**src/rtl/base_alast_fifo.sv**
```systemverilog
// Lossy always-ready ring buffer of depth words; keep-newest (mode 0) or keep-oldest (mode 1) on overflow.
// Latency: 1 cycle, no bypass. Never back-pressures; drops a word when full and stalled. Drop counter under BASE_ALAST_FIFO_DROPCNT_EN.
module base_alast_fifo #(
  parameter int width = 1,
  parameter int depth = 4,
  parameter int mode  = 0
`ifdef BASE_ALAST_FIFO_DROPCNT_EN
  , parameter int dcw = 16
`endif
) (
  input  logic                       clk,
  input  logic                       reset,
  output logic                       i_r,
  input  logic                       i_v,
  input  logic [width-1:0]           i_d,
  input  logic                       o_r,
  output logic                       o_v,
  output logic [width-1:0]           o_d,
  output logic [$clog2(depth+1)-1:0] o_cnt,
  output logic                       o_drop
`ifdef BASE_ALAST_FIFO_DROPCNT_EN
  , output logic [dcw-1:0]           o_dropcnt
`endif
);

  localparam int CW = $clog2(depth + 1);
  localparam int PW = (depth > 1) ? $clog2(depth) : 1;

  logic [width-1:0] mem [depth];
  logic [PW-1:0]    rp, wp;
  logic [CW-1:0]    cnt, cnt_nxt;
  logic             full, push, pop;
  logic             do_wr, adv_wp, adv_rp, drop_nxt;

  // Explicit wrap so non-power-of-two depths work.
  function automatic logic [PW-1:0] ptr_inc(input logic [PW-1:0] p);
    return (p == PW'(depth - 1)) ? '0 : p + PW'(1);
  endfunction

  assign i_r   = 1'b1;
  assign o_v   = (cnt != '0);
  assign o_d   = o_v ? mem[rp] : '0;
  assign o_cnt = cnt;
  assign full  = (cnt == CW'(depth));
  assign push  = i_v;
  assign pop   = o_v & o_r;

  always_comb begin
    do_wr    = 1'b0;
    adv_wp   = 1'b0;
    adv_rp   = 1'b0;
    drop_nxt = 1'b0;
    cnt_nxt  = cnt;
    if (push && (!full || pop || mode == 0)) begin
      do_wr  = 1'b1;
      adv_wp = 1'b1;
    end
    if (pop)
      adv_rp = 1'b1;
    // Full and stalled: mode 0 evicts the head, mode 1 discards the incoming word.
    if (push && full && !pop) begin
      drop_nxt = 1'b1;
      if (mode == 0)
        adv_rp = 1'b1;
    end
    if (push && !pop && !full)
      cnt_nxt = cnt + CW'(1);
    else if (pop && !push)
      cnt_nxt = cnt - CW'(1);
  end

  always_ff @(posedge clk) begin
    if (reset) begin
      rp     <= '0;
      wp     <= '0;
      cnt    <= '0;
      o_drop <= 1'b0;
    end else begin
      if (adv_rp) rp <= ptr_inc(rp);
      if (adv_wp) wp <= ptr_inc(wp);
      cnt    <= cnt_nxt;
      o_drop <= drop_nxt;
    end
  end

  always_ff @(posedge clk) begin
    if (!reset && do_wr)
      mem[wp] <= i_d;
  end

`ifdef BASE_ALAST_FIFO_DROPCNT_EN
  always_ff @(posedge clk) begin
    if (reset)
      o_dropcnt <= '0;
    else if (drop_nxt && !(&o_dropcnt))
      o_dropcnt <= o_dropcnt + dcw'(1);
  end
`endif

endmodule
```
**config.mk**
```make
export PLATFORM = sky130hd
export DESIGN_NAME = base_alast_fifo
export DESIGN_NICKNAME = d
export VERILOG_FILES = /design/src/rtl/base_alast_fifo.sv
export SDC_FILE = /design/constraint.sdc
export NUM_CORES = 1
export LEC_CHECK = 0
export CORE_UTILIZATION = 50
export CTS_CLUSTER_SIZE = 28
export DETAILED_ROUTE_END_ITERATION = 16
export PLACE_DENSITY = 0.72
export SLEW_MARGIN = 0
export SYNTH_ARGS = -nofsm -noshare
export SYNTH_HDL_FRONTEND = slang
export SYNTH_SLANG_ARGS = --single-unit
```
**constraint.sdc**
```tcl
create_clock -name clk -period 2.9 [get_ports clk]
set_input_delay 0.29 -clock clk [delete_from_list [all_inputs] [get_ports clk]]
set_output_delay 0.29 -clock clk [all_outputs]
set_load 0.05 [all_outputs]
```
==> impl_results.md <==
* Max Cap Viol at 0
* Clock buffer depth at 2
* R2R Setup Slk at approximately 0.64 ns
* Sink Count at 14
* Total wire length at about 1300 µm
* Antenna violations before repair at 0
* Die area at 0.001721 mm²
* Post-route DRC violation count at 0
* Clock skew at between 0.005 and 0.006 ns
* Rows at 13
* IR drop worst, VDD at roughly 610 µV
* First-pass GRT wire length at 2208 µm
* ANT cells at 0
* Layout area overhead at 13.64%
* Routed via count at 559
* Fin. max-slew vios at 0
* Crit path required time at 3.10 ns
* Clock tree from TritonCTS: done
* Highest-delay cell along the critical path: or4_1
* FF+latch count, synth at 14
* Die height at between 40 and 50 µm
* EDFF count, synth at 4
* Layout Nets at about 100
* Port Buffers at 10
* Final Hold Viols at 0
* Setup TNS at 0 ns
* GRT overflow at 0
* GRT Util Overall at 17.06%
* Pwr Total at just under 0.0008 W
* Worst Hold Class: flip-flop to flip-flop
* Drt wl/cell at 12.53 µm
* Worst setup SP type: flip-flop
* Synth Instances at between 70 and 80
* Yosys warns at 0
* Detail Route Antenna Nets at 0
* Die X-Extent at 41.49 µm
* DR pass1 iterations at 4
* Post CTS Setup Buffer Count at 0
* Boundary Pins at 12
* Worst setup EP type: flip-flop
* Skew-Pair Late Insertion Delay at 0.27 ns
* Root buf cell: clkbuf_4
* Worst Setup SP: o_cnt[2]
* Asr flop ratio synth at 0%
* Initial DRC Count at 5
* Final GP Congestion at around 0.75
* Total core area at 0.001383 mm²
* Number of global-route vias before repair at ~500
* CTS Hold Buffers Added at 0
* Pwr dens at 891.6 mW/mm²
* Largest net degree at the start of global routing at 12
* Period minus WS final at 2.257 ns
* CP Data Arrival Time at 2.45 ns
* Crit path max fanout at 9
* Part of the cycle the worst path needs at a little under 80%
* Worst reg2reg path depth at 5
* Syn_nets at 88
* Share of layout cells above drive strength 1 at between 6 and 7%
* Post-synthesis sequential area ratio at 41.09%
* Cts bufs inserted at 3
* Kind of critical path: flip-flop to flip-flop
* Hpwl dp at 915.3 µm
* Crit-path cells: nor3_1, o21ai_0, fa_1, or4_1, a31oi_1
* R2r endpoint: o_cnt[2]
* Crit path buf inv count at 0
* # setup viols final at 0
* Initial Utilization at between 50% and 60%
* Resize count post-CTS at 0
* Maximum operating frequency at between 400 and 500 MHz
* CP top delay family: simple AND/OR/NAND/NOR gates
* Avg Vias per Cell at 5.535
* RSZ-0062 raised after global routing: no
* # H-tree levels at 1
* Crit. path cell count at 5
* Most used DFF post-synth: dfxtp_1
* Reg clk slew, reported paths at 0.07 ns
* Finished Cell Area at 885.9 µm²
* Hold path depth at 2
* CP endpoint: o_cnt[2]
* R2r startpoint: o_cnt[2]
* Mapped cell area at around 780 µm²
* Syn avg cell area at 10.12 µm²
* P_leak at 0.3541 nW
* Crit path largest cell delay at 0.51 ns
* Synth unique cells at 35
* Placed cell areas at 859.6 µm²
* Status: completed
==> cells in the final DEF (no fill, tap or decap), types with 3 or more instances in the layout <==
| master | instances |
|---|---|
| and2_1 | 4 |
| clkbuf_4 | 3 |
| clkdlybuf4s50_1 | 10 |
| dfxtp_1 | 10 |
| edfxtp_1 | 4 |
| ha_1 | 5 |
| inv_1 | 6 |
| mux2i_1 | 3 |
| nand2b_1 | 3 |
| nor2_1 | 8 |
==> cells in the mapped netlist (3+ instances only) <==
cell type  instances  area, µm²
inv_1              6      22.52
edfxtp_1           4      120.1
dfxtp_1           10      200.2
nand2b_1           3      18.77
ha_1               5      62.56
mux2i_1            3      30.03
nor2_1             8      30.03
and2_1             4      25.02
==> worst register-to-register path, delay by kind of cell (launching register included) <==
family | cells | cell delay [ns]
AND/OR/NAND/NOR | 2 | 0.97
adder cells (fa/ha/maj) | 1 | 0.43
flip-flops | 1 | 0.40
AO/OA/AOI/OAI | 2 | 0.38
==> layer usage <==
layer / GRT usage (%) / part of all wire (%)
met4: 9.677 / 2.8
met1: 19.94 / 44
met3: 5.217 / 3.9
met5: 0 / 0
met2: 27.50 / 50
==> cells by family after synthesis <==
group                      Yosys count  synth area share, %
and+or+nand+nor                     27                18.94
DFF                                 14                41.09
buffers and inverters               12                8.826
AOI/OAI and AO/OA                   10                9.632
adders and majority gates            6                10.59
muxes                                5                8.186
xor gates and xnor gates             2                2.248
other                                1               0.4811
==> per-stage QoR <==
| stage | util (%) | std cells | hold slack, ns | worst slack (ns) |
|---|---|---|---|---|
| floorplan | - | 77 | 0.3889 | 0.5951 |
| global placement | 62.17 | 97 | 0.5094 | 0.6482 |
| detailed placement | 62.17 | 97 | 0.5023 | 0.5847 |
| CTS | 64.07 | 101 | 0.5149 | 0.6319 |
| global route | 64.07 | 101 | 0.5482 | 0.4783 |
| finish | 64.07 | 101 | 0.5054 | 0.6429 |
==> power breakdown <==
group / internal (W) / total, W / leakage [nW] / switching (W)
Sequential: 0.000240 / 0.000288 / 0.118 / 0.0000483
Combinational: 0.000156 / 0.000391 / 0.221 / 0.000235
Clock: 0.0000533 / 0.000111 / 0.0150 / 0.0000575
==> cell type report <==
class	count	area (µm²)
multi-input cells	51	390.4
inverters	6	22.52
fillers	120	496.7
well taps	15	18.77
flip-flops and latches	14	320.3
repair buffers	11	107.6
clock buffers	4	26.28
==> worst min path at each step <==
stage | from | endpoint
3_5_place_dp | rp[1] | rp[1]
6_report | rp[1] | rp[1]
3_3_place_gp | rp[1] | rp[1]
2_1_floorplan | i_d | mem[0]
5_1_grt | rp[1] | flip-flop
4_1_cts | rp[1] | rp[1]
Note: power is estimated with default switching activity, not from simulation.
